<file path="src/rtl/mem_access_unit.sv">
// mem_access_unit: MEM stage of the pipeline.
// Issues loads/stores from EX/MEM as req/ack transactions on a multi-cycle data
// memory, stalls upstream while a transaction is outstanding, and registers the
// MEM/WB fields for the writeback stage.
// Optional feature macro: MEM_TIMEOUT_EN (aborts a transaction that sees no ack
// within TIMEOUT_CYCLES wait cycles and pulses bus_err).
module mem_access_unit #(
    parameter int TIMEOUT_CYCLES = 16,
    parameter int CNT_W          = 5
) (
    input  logic        clk,
    input  logic        rst,
    input  logic        valid_M,
    input  logic        RegWr_M,
    input  logic        MemWr_M,
    input  logic        MemtoReg_M,
    input  logic [4:0]  wreg_M,
    input  logic [31:0] result_M,
    input  logic [31:0] rt_data_M,
    output logic        dmem_req,
    output logic        dmem_we,
    output logic [31:0] dmem_addr,
    output logic [31:0] dmem_wdata,
    input  logic        dmem_ack,
    input  logic [31:0] dmem_rdata,
    output logic        stall,
    output logic        misalign,
    output logic        bus_err,
    output logic        RegWr_W,
    output logic [4:0]  wreg_W,
    output logic [31:0] wdata_W
);

    typedef enum logic {
        S_IDLE = 1'b0,
        S_WAIT = 1'b1
    } state_t;

    state_t      state_q, state_d;
    logic        dmem_req_q, dmem_req_d;
    logic        dmem_we_q, dmem_we_d;
    logic [31:0] dmem_addr_q, dmem_addr_d;
    logic [31:0] dmem_wdata_q, dmem_wdata_d;
    logic        misalign_q, misalign_d;
    logic        bus_err_q, bus_err_d;
    logic        regwr_w_q, regwr_w_d;
    logic [4:0]  wreg_w_q, wreg_w_d;
    logic [31:0] wdata_w_q, wdata_w_d;

    logic acc;
    logic aligned;
    logic timeout;

    assign acc     = valid_M & (MemWr_M | MemtoReg_M);
    assign aligned = (result_M[1:0] == 2'b00);

`ifdef MEM_TIMEOUT_EN
    logic [CNT_W-1:0] cnt_q, cnt_d;

    // Abort fires on the last permitted no-ack wait cycle; an ack in that cycle wins.
    assign timeout = (state_q == S_WAIT) & ~dmem_ack &
                     (cnt_q == CNT_W'(TIMEOUT_CYCLES - 1));
`else
    logic unused_cfg;

    assign unused_cfg = (TIMEOUT_CYCLES != CNT_W);
    assign timeout    = 1'b0;
`endif

    // Hold the upstream pipeline while a request is being issued or awaited.
    assign stall = ((state_q == S_IDLE) & acc & aligned) |
                   ((state_q == S_WAIT) & ~dmem_ack & ~timeout);

    // Next-state and next-output computation for the access FSM and MEM/WB fields.
    always_comb begin
        state_d      = state_q;
        dmem_req_d   = dmem_req_q;
        dmem_we_d    = dmem_we_q;
        dmem_addr_d  = dmem_addr_q;
        dmem_wdata_d = dmem_wdata_q;
        misalign_d   = 1'b0;
        bus_err_d    = 1'b0;
        regwr_w_d    = 1'b0;
        wreg_w_d     = wreg_w_q;
        wdata_w_d    = wdata_w_q;
`ifdef MEM_TIMEOUT_EN
        cnt_d        = cnt_q;
`endif
        case (state_q)
            S_IDLE: begin
                if (acc && aligned) begin
                    dmem_req_d   = 1'b1;
                    dmem_we_d    = MemWr_M;
                    dmem_addr_d  = result_M;
                    dmem_wdata_d = rt_data_M;
                    state_d      = S_WAIT;
`ifdef MEM_TIMEOUT_EN
                    cnt_d        = '0;
`endif
                end else if (acc) begin
                    misalign_d = 1'b1;
                    wreg_w_d   = wreg_M;
                    wdata_w_d  = 32'h0;
                end else begin
                    regwr_w_d = RegWr_M & valid_M;
                    wreg_w_d  = wreg_M;
                    wdata_w_d = result_M;
                end
            end
            S_WAIT: begin
                if (dmem_ack) begin
                    dmem_req_d = 1'b0;
                    state_d    = S_IDLE;
                    regwr_w_d  = RegWr_M;
                    wreg_w_d   = wreg_M;
                    wdata_w_d  = MemtoReg_M ? dmem_rdata : result_M;
                end else if (timeout) begin
                    dmem_req_d = 1'b0;
                    state_d    = S_IDLE;
                    bus_err_d  = 1'b1;
                    wreg_w_d   = wreg_M;
                    wdata_w_d  = 32'h0;
                end else begin
`ifdef MEM_TIMEOUT_EN
                    cnt_d = cnt_q + 1'b1;
`endif
                end
            end
            default: begin
                state_d    = S_IDLE;
                dmem_req_d = 1'b0;
            end
        endcase
    end

    // State and registered outputs; reset overrides any concurrent ack.
    always_ff @(posedge clk) begin
        if (rst) begin
            state_q      <= S_IDLE;
            dmem_req_q   <= 1'b0;
            dmem_we_q    <= 1'b0;
            dmem_addr_q  <= 32'h0;
            dmem_wdata_q <= 32'h0;
            misalign_q   <= 1'b0;
            bus_err_q    <= 1'b0;
            regwr_w_q    <= 1'b0;
            wreg_w_q     <= 5'h0;
            wdata_w_q    <= 32'h0;
`ifdef MEM_TIMEOUT_EN
            cnt_q        <= '0;
`endif
        end else begin
            state_q      <= state_d;
            dmem_req_q   <= dmem_req_d;
            dmem_we_q    <= dmem_we_d;
            dmem_addr_q  <= dmem_addr_d;
            dmem_wdata_q <= dmem_wdata_d;
            misalign_q   <= misalign_d;
            bus_err_q    <= bus_err_d;
            regwr_w_q    <= regwr_w_d;
            wreg_w_q     <= wreg_w_d;
            wdata_w_q    <= wdata_w_d;
`ifdef MEM_TIMEOUT_EN
            cnt_q        <= cnt_d;
`endif
        end
    end

    assign dmem_req   = dmem_req_q;
    assign dmem_we    = dmem_we_q;
    assign dmem_addr  = dmem_addr_q;
    assign dmem_wdata = dmem_wdata_q;
    assign misalign   = misalign_q;
    assign bus_err    = bus_err_q;
    assign RegWr_W    = regwr_w_q;
    assign wreg_W     = wreg_w_q;
    assign wdata_W    = wdata_w_q;

endmodule

</file>
<file path="config.mk">
export PLATFORM = sky130hd
export DESIGN_NAME = mem_access_unit
export DESIGN_NICKNAME = d
export VERILOG_FILES = /design/src/rtl/mem_access_unit.sv
export SDC_FILE = /design/constraint.sdc
export NUM_CORES = 1
export LEC_CHECK = 0
export CAP_MARGIN = 0
export CORE_ASPECT_RATIO = 0.75
export CORE_MARGIN = 5
export CORE_UTILIZATION = 38
export CTS_BUF_LIST = sky130_fd_sc_hd__clkbuf_8
export DETAILED_ROUTE_END_ITERATION = 8
export PLACE_DENSITY = 0.79
export SLEW_MARGIN = 20
export SYNTH_ARGS = -nofsm -noshare
export SYNTH_HDL_FRONTEND = slang
export SYNTH_SLANG_ARGS = --single-unit
</file>
<file path="constraint.sdc">
create_clock -name clk -period 1.7 [get_ports clk]
set_clock_uncertainty 0.15 [all_clocks]
set_input_delay 0.51 -clock clk [delete_from_list [all_inputs] [get_ports clk]]
set_output_delay 0.51 -clock clk [all_outputs]
set_load 0.02 [all_outputs]
</file>
==> impl_results.md <==
* Outcome: finished with violations
* Failing checks: negative setup slack
* Post-Layout Cell Count at between 900 and 1000
* Placed Area at slightly below 7000 um2
* Min Hold Slack at between 0.2 and 0.3 ns
* Worst skew pair latency at roughly 0.36 ns
* Initial antenna violation count at 0
* CP arrival at 1.39 ns
* Unrepaired setup endpoints after global routing: true
* Clock sinks at between 100 and 150
* R2r endpoint: wdata_W[23]
* Average size of a mapped cell at a little over 8 um2
* Largest net degree at the start of global routing at 39
* ANT cells at 0
* Die width at ~130 um
* Die span in y at around 100 um
* WP data required at 1.04 ns
* Fmax at a little under 500 MHz
* Worst r2r path cells at 9
* Pwr dens at roughly 740 nW/um2
* Final #Nets at ~900
* Hpwl dp at 10.7 mm
* Post-route cell area at 7610 um2
* Cell count after synthesis at 545
* R2R Path Start: state_q
* Final Hold Viols at 0
* 1st-pass router iterations at 5
* Synth warnings at 0
* Initial drt markers at between 150 and 200
* CP max FO at 3
* Number of placed instances, taps included at approximately 900
* Layout Utilization at about 66%
* Measured slew at the worst slew-check pin at about 0.74 ns
* DR vias/cell at between 5 and 6
* CTS Root Cell: clkbuf_8
* Via count at 4944
* Drt drc at 0
* Post-synthesis sequential area ratio at 48.2%
* Synthesis-to-layout area growth at 73.0%
* Layout cells sized above 1 at 36.0%
* # IOs at ~220
* VDD IR max at between 500 and 600 uV
* Full die area at approximately 14000 um2
* I/O Buffers at 213
* Post-synth top area share at between 40% and 50%
* Synth unique cells at 22
* Critical Path Start Type: input port
* Post-CTS Hold Fix Bufs at 0
* First-pass GRT wire length at between 20 and 30 mm
* Routability cong. at approximately 0.83
* Worst slew margin at 50.8%
* DRT antenna net count at 0
* Fillcell total at around 900
* Final worst path period share at 121%
* Synthesized area at 4400 um2
* # H-tree levels at 3
* Hold EP: dmem_addr[20]
* FP Rows at 34
* Total GRT Usage at approximately a quarter
* Most frequent cells in the layout: 162 x nand2_1, 100 x clkdlybuf4s50_1, 98 x dfxtp_1
* R2R Setup Slk at -0.16 ns
* TritonCTS clock tree: built
* Endpoint class of the critical path: output port
* Commonest non-fill, non-tap cell in the layout: nand2_1
* Hold path depth at 2
* Clock Path Buffers at 2
* PnR worst setup slack at -0.351 ns
* Num CTS Buffers at 9
* Clock transition at path regs at 0.10 ns
* Synth Register Bits at 106
* Max cap viols at 0
* P_leak at 3.00 nW
* Synth top area cells: dfxtp_1 48%, nand2_1 14%, a21oi_1 12%
* WL final at around 17 mm
* Cell taking the most area after synthesis: dfxtp_1
* HP Start: rst
* Grt ovf at 0
* CP Class: input port to output port
* # setup viols final at 99
* Initial core utilization at 38.3%
* Core area at about 11000 um2
* Syn Nets at approximately 650
* Vias in the first global route at roughly 5000
* Hold WC Path Type: input port to flip-flop
* Post-layout min period at 2.05 ns
* Average wire per standard cell at 18.6 um
* Pins over their slew limit at 0
area by class of cell:
cell class / instances / area [um2] / area share, %
Clock buffer: 9 / 124 / 1.63
Clock inverter: 7 / 93.8 / 1.23
Multi-Input combinational cell: 386 / 2390 / 31.4
Sequential cell: 106 / 2130 / 28.0
Tap cell: 144 / 180 / 2.37
Timing Repair Buffer: 273 / 2700 / 35.4
Yosys cell counts:
cell type / count
nand2_1: 166
dfxtp_1: 106
a21oi_1: 103
a21boi_0: 32
nor3_1: 32
a211oi_1: 24
clkbuf_1: 22
buf_2: 13
buf_4: 10
a211oi_2: 8
buf_6: 8
nand3_1: 6
nand2b_1: 3
nor2_1: 2
nor2b_1: 2
nor3b_1: 2
and3_1: 1
conb_1: 1
nor4_1: 1
o22ai_2: 1
o41ai_4: 1
or2_1: 1
flip-flops by register name, indices dropped and copies added (netlist names):
signal / flops
RegWr_W: 1
dmem_addr: 32
dmem_req: 1
dmem_wdata: 32
dmem_we: 1
misalign: 1
state_q: 1
wdata_W: 32
wreg_W: 5
per-layer routing:
metal / part of all wire [%] / GRT usage [%] / routed length, um
met4: 3.9 / 10.1 / 675
met1: 39 / 27.3 / 6700
met2: 49 / 41.4 / 8450
met5: 0 / 0 / 0
met3: 7.9 / 7.40 / 1350
through the flow:
stage               setup TNS (ns)  power [mW]  setup WS (ns)
floorplan                    -4.27        3.23         -0.162
global placement            -82.56        3.85          -1.17
global route                -14.77        5.89         -0.373
detailed placement          -85.64        3.87          -1.20
CTS                          -6.61        5.67         -0.453
finish                       -9.23        5.66         -0.351
power by group:
group	total, mW	internal (mW)	leakage [nW]	switching, mW
clock network	1.72	0.831	0.111	0.894
registers	2.67	2.60	0.869	0.0718
logic	1.26	0.646	2.02	0.616
critical path, stage by stage:
cell and delay (ns):
dlygate4sd2_1 0.27, o41ai_4 0.30, buf_4 0.19, buf_6 0.12
logic make-up (layout without fill, tap and decap cells):
group,count (synthesis),in the layout,share of synthesized area [%]
AND/OR/NAND/NOR,216,216,20.1
AO/OA/AOI/OAI,169,169,24.5
flip-flops,106,106,48.2
buffers and inverters,53,289,7.11
other,1,1,0.0852
worst max path at each step:
stage                           start  endpoint  cells after the start
after global routing          state_q     stall                      4
after floorplan            MemtoReg_M     stall                      3
after global placement        MemWr_M     stall                      5
final                     result_M[1]     stall                      4
after CTS                     state_q     stall                      4
after detailed placement      MemWr_M     stall                      5
timing repair:
action | in CTS | in global routing
endpoints found under the setup margin | 210 | 169
resized for setup | 351 | 131
pin swaps | 7 | 1
endpoints found under the hold margin | 0 | 0
cloned | 10 | 3
buffers inserted | 14 | 4
No activity file was read; power rests on OpenSTA's default activity.
